===== src/rtl/psec5_spi_pkg.sv =====
// Shared definitions for the serial interface (PICO receiver and POCI readout).
package psec5_spi_pkg;

  // Readout FSM states
  typedef enum logic [1:0] {
    IDLE  = 2'd0,
    LOAD  = 2'd1,
    SHIFT = 2'd2
  } poci_state_t;

  // Default geometry of the register file and serial bytes
  localparam int DATA_W_DEF   = 8;
  localparam int ADDR_W_DEF   = 8;
  localparam int NUM_REGS_DEF = 16;

endpackage


===== src/rtl/poci_readout.sv =====
// POCI readout transmitter: fetches the register addressed by PICO and shifts
// it out MSB-first; optional burst streams consecutive registers with wrap.
//
// Handshake: addr_valid is a one-cycle strobe with no back-pressure. Whenever it
// is sampled high, addr_in is taken as the new start address and any byte in
// flight is abandoned (a byte completing on that same edge still reports
// byte_done). The block never stalls the PICO side.
//
// NUM_REGS must not exceed 2**ADDR_W; the pointer arithmetic is done in ADDR_W bits.
module poci_readout
  import psec5_spi_pkg::*;
#(
  parameter int DATA_W   = DATA_W_DEF,
  parameter int ADDR_W   = ADDR_W_DEF,
  parameter int NUM_REGS = NUM_REGS_DEF
) (
  input  logic              sclk,
  input  logic              rstn,
  input  logic              addr_valid,
  input  logic [ADDR_W-1:0] addr_in,
  input  logic              burst_en,
  output logic [ADDR_W-1:0] rd_addr,
  input  logic [DATA_W-1:0] rd_data,
  output logic              serial_out,
  output logic              busy,
  output logic              byte_done,
  output logic [1:0]        dbg_state
);

  localparam int CNT_W = (DATA_W > 1) ? $clog2(DATA_W) : 1;

  localparam logic [CNT_W-1:0]  LAST_BIT  = CNT_W'(DATA_W - 1);
  localparam logic [ADDR_W-1:0] LAST_ADDR = ADDR_W'(NUM_REGS - 1);
  localparam logic [ADDR_W:0]   REG_LIMIT = (ADDR_W + 1)'(NUM_REGS);
  localparam logic [ADDR_W-1:0] ADDR_ONE  = ADDR_W'(1);
  localparam logic [CNT_W-1:0]  CNT_ONE   = CNT_W'(1);

  poci_state_t       state_q;
  logic [ADDR_W-1:0] ptr_q;
  logic [DATA_W-1:0] shreg_q;
  logic [CNT_W-1:0]  bit_cnt_q;
  logic              byte_done_q;

  logic [ADDR_W-1:0] ptr_d;
  logic              in_range_d;
  logic              last_bit_d;

  // Pointer advance with wrap only at the last legal register; range check for read-as-zero
  always_comb begin
    ptr_d      = (ptr_q == LAST_ADDR) ? '0 : ptr_q + ADDR_ONE;
    in_range_d = ({1'b0, ptr_q} < REG_LIMIT);
    last_bit_d = (state_q == SHIFT) && (bit_cnt_q == LAST_BIT);
  end

  // Readout FSM with shift register, bit counter and address pointer
  always_ff @(posedge sclk or negedge rstn) begin
    if (!rstn) begin
      state_q     <= IDLE;
      ptr_q       <= '0;
      shreg_q     <= '0;
      bit_cnt_q   <= '0;
      byte_done_q <= 1'b0;
    end else begin
      byte_done_q <= 1'b0;
      case (state_q)
        IDLE: begin
        end
        LOAD: begin
          shreg_q   <= in_range_d ? rd_data : '0;
          bit_cnt_q <= '0;
          state_q   <= SHIFT;
        end
        SHIFT: begin
          shreg_q   <= {shreg_q[DATA_W-2:0], 1'b0};
          bit_cnt_q <= bit_cnt_q + CNT_ONE;
          if (last_bit_d) begin
            ptr_q       <= ptr_d;
            byte_done_q <= 1'b1;
            state_q     <= burst_en ? LOAD : IDLE;
          end
        end
        default: begin
          state_q <= IDLE;
        end
      endcase
      // A new address always wins over whatever was in progress
      if (addr_valid) begin
        ptr_q   <= addr_in;
        state_q <= LOAD;
      end
    end
  end

  // Outputs derived directly from registered state; line idles low outside SHIFT
  always_comb begin
    rd_addr    = ptr_q;
    serial_out = (state_q == SHIFT) ? shreg_q[DATA_W-1] : 1'b0;
    busy       = (state_q != IDLE);
    byte_done  = byte_done_q;
    dbg_state  = state_q;
  end

endmodule


===== config.mk =====
export PLATFORM = sky130hd
export DESIGN_NAME = poci_readout
export DESIGN_NICKNAME = d
export VERILOG_FILES = /design/src/rtl/psec5_spi_pkg.sv /design/src/rtl/poci_readout.sv
export SDC_FILE = /design/constraint.sdc
export NUM_CORES = 1
export LEC_CHECK = 0
export CAP_MARGIN = 10
export CORE_ASPECT_RATIO = 1.4
export CORE_MARGIN = 2
export CORE_UTILIZATION = 45
export DETAILED_ROUTE_END_ITERATION = 12
export PLACE_DENSITY = 0.76
export SLEW_MARGIN = 25
export SYNTH_ARGS = -nofsm -noshare
export SYNTH_HDL_FRONTEND = slang
export SYNTH_SLANG_ARGS = --single-unit

===== constraint.sdc =====
create_clock -name sclk -period 1.7 [get_ports sclk]
set_clock_uncertainty 0.1 [all_clocks]
set_input_delay 0.34 -clock sclk [delete_from_list [all_inputs] [get_ports sclk]]
set_output_delay 0.34 -clock sclk [all_outputs]
set_load 0.02 [all_outputs]

==> flow_metrics.env <==
export IMPL_status="complete, no violations"
export IMPL_critPathLaunchType="register"
export IMPL_cts_tree="built"
export IMPL_diodes=0
export IMPL_final_nets=211
export IMPL_required_ps=1260
export IMPL_drc_errors=0
export IMPL_power_mw=1.47
export IMPL_yosysWarnings=0
export IMPL_drtPass1Iterations=4
export IMPL_r2r_end="rd_addr[4]$_DFFE_PN0P_"
export IMPL_leakage_nw=0.790
export IMPL_setup_violations=0
export IMPL_setup_ws_ps=33.2
export IMPL_netlist_instances=132
export IMPL_hold_viol=0
export IMPL_core_area_um2=2590
export IMPL_via_per_inst=5.37
export IMPL_clk_path_buf_depth=2
export IMPL_area_growth_pct=54.3
export IMPL_place_ws_ps=-150
export IMPL_antenna_found_initial=0
export IMPL_place_congestion=0.814
export IMPL_rsz0062_at_grt="true"
export IMPL_htree_num_levels=1
export IMPL_maxCapViolCount=0
export IMPL_vias=1181
export IMPL_yosys_top_cells_count="22 x dfrtp_1, 15 x nand2_1, 11 x nor2_1, 11 x o21ai_0, 9 x inv_1"
export IMPL_row_count=22
export IMPL_drt_iter0_drc=36
export IMPL_drv_slew=0
export IMPL_start_util_pct=46.2
export IMPL_end_kind="output port"
export IMPL_final_antenna_net_count=0
export IMPL_r2r_start="dbg_state[0]$_DFFE_PN0P_"
export IMPL_layout_drive_gt1_share_pct=25.5
export IMPL_grt_max_degree=23
export IMPL_clock_sinks=22
export IMPL_clk_insertion_delay_late_ps=310
export IMPL_grt_usage_pct=22.0
export IMPL_fmax_mhz=600
export IMPL_min_period_over_period_pct=98.0
export IMPL_worst_pin_slew_ps=321
export IMPL_hold_slack_ps=267
export IMPL_wl_per_cell_um=14.4
export IMPL_io_pins=33
export IMPL_wl_um=3160
export IMPL_synth_main_ff_cell="dfrtp_1"
export IMPL_slew_headroom_pct=78.4
export IMPL_syn_cell_area_um2=1190
export IMPL_grt_pass1_wl_um=4970
export IMPL_period_needed_ps=1670
export IMPL_placed_cells=212
export IMPL_clock_root_buffer="clkbuf_4"
export IMPL_synth_area_leader_cell="dfrtp_1"
export IMPL_r2r_cells=7
export IMPL_worst_r2r_setup_slack_ps=50
export IMPL_pwr_density_cell_nw_per_um2=798
export IMPL_portBuffers=32
export IMPL_synth_edf_count=0
export IMPL_first_global_vias=1169
export IMPL_synth_most_common_cell="dfrtp_1"
export IMPL_post_dp_hpwl_um=2140
export IMPL_synth_nets=158
export IMPL_cp_arrival_ps=1230
export IMPL_die_w_um=47.6
export IMPL_clk_pin_slew_ps=120
export IMPL_yosysSeqAreaShare_pct=46.1
export IMPL_yosys_register_bits=22
export IMPL_instances_no_fill=220
export IMPL_fp_dieArea_um2=3090
export IMPL_cts_buffers=3
export IMPL_syn_mean_instance_area_um2=9.05
export IMPL_synth_area_leaders="dfrtp_1 46%, ha_1 6.3%, nand2_1 4.7%"
export IMPL_ctsHoldBuffers=0
export IMPL_synth_top_area_share_pct=46.1
export IMPL_overflow=0
export IMPL_synth_cell_type_count=34
export IMPL_fp_dieH_um=65.0
export IMPL_crit_type="register to output port"
export IMPL_worstPathMaxFanout=3
export IMPL_vdd_ir_drop_max_mv=0.608
export IMPL_hold_class="input port to async pin"
export IMPL_async_flop_share_pct=100
-- worst max-delay path: stages, from the launching register on --
cell,delay (ps)
dfrtp_2,440
inv_4,80
ha_4,160
and2_4,140
buf_6,110
-- power breakdown --
part | internal (mW) | switching [mW]
clock network | 0.131 | 0.158
registers | 0.622 | 0.0818
logic | 0.236 | 0.242
total | 0.989 | 0.482
-- cell families (layout without fill, tap and decap cells) --
group / Yosys count / count (layout) / share of synthesized area (%)
compound gates: 33 / 33 / 17.1
xor+xnor: 2 / 2 / 1.47
mux: 2 / 2 / 1.68
buf+inv: 16 / 68 / 5.13
simple gates: 51 / 51 / 22.3
flops: 22 / 22 / 46.1
fa+ha+maj: 6 / 6 / 6.28
-- worst max path at each step --
stage / start / to / slack (ps) / cells after the start
6_report: dbg_state[0]$_DFFE_PN0P_ / serial_out / 30 / 4
5_1_grt: dbg_state[0]$_DFFE_PN0P_ / serial_out / -40 / 4
4_1_cts: dbg_state[1]$_DFFE_PN0P_ / busy / -7 / 4
3_5_place_dp: dbg_state[0]$_DFFE_PN0P_ / rd_addr[4]$_DFFE_PN0P_ / -150 / 7
3_3_place_gp: dbg_state[0]$_DFFE_PN0P_ / serial_out / -80 / 4
2_1_floorplan: dbg_state[0]$_DFFE_PN0P_ / rd_addr[4]$_DFFE_PN0P_ / 20 / 6
-- layer usage --
| layer | GRT usage [%] | vias to the layer above | wire, um |
|---|---|---|---|
| met5 | 0 | - | 0 |
| met4 | 10.1 | 0 | 31 |
| met3 | 2.79 | 4 | 117 |
| met2 | 36.8 | 32 | 1730 |
| met1 | 26.7 | 574 | 1290 |
| li1 | - | 571 | - |
-- final cells by class --
cell class              instances  area [um2]
fillers                       211         743
multi-input cells              94         662
flip-flops and latches         22         554
repair buffers                 55         510
well taps                      36        45.0
clock buffers                   4        36.3
inverters                       9        36.3
-- stage by stage --
stage	util (%)	TNS [ps]	area (um2)
after floorplan	-	0	1200
after global placement	64.8	-257	1680
final	71.3	0	1840
after detailed placement	64.8	-561	1680
after global routing	71.3	-89.2	1840
after CTS	66.8	-13.4	1730
-- registers in the layout (all words and copies together), names as in the netlist --
name and count:
dbg_state 2, byte_done 1, rd_addr 8, shreg_q 8, bit_cnt_q 3
-- cell usage in the layout (no fill, tap or decap), types with 2 or more instances in the layout --
cell,count
dlygate4sd2_1,9
a21oi_2,2
ha_1,3
nor2_1,11
clkdlybuf4s15_1,2
a21o_1,2
nor2b_1,3
a211oi_1,2
buf_4,22
inv_1,7
nand3b_1,7
a31oi_1,8
mux2i_1,2
clkdlybuf4s50_1,19
dfrtp_1,19
dfrtp_2,3
ha_4,2
nand3_1,4
clkbuf_4,3
o21ai_0,10
nand2_1,14
a21oi_1,3
-- what timing repair did --
action                                  in CTS  in global routing
setup buffers                                0                  3
cloned                                       0                  1
pin swaps                                    0                  2
endpoints found under the setup margin      19                 16
gates resized for setup                     29                 20
Power figures use the tool's default switching activity.
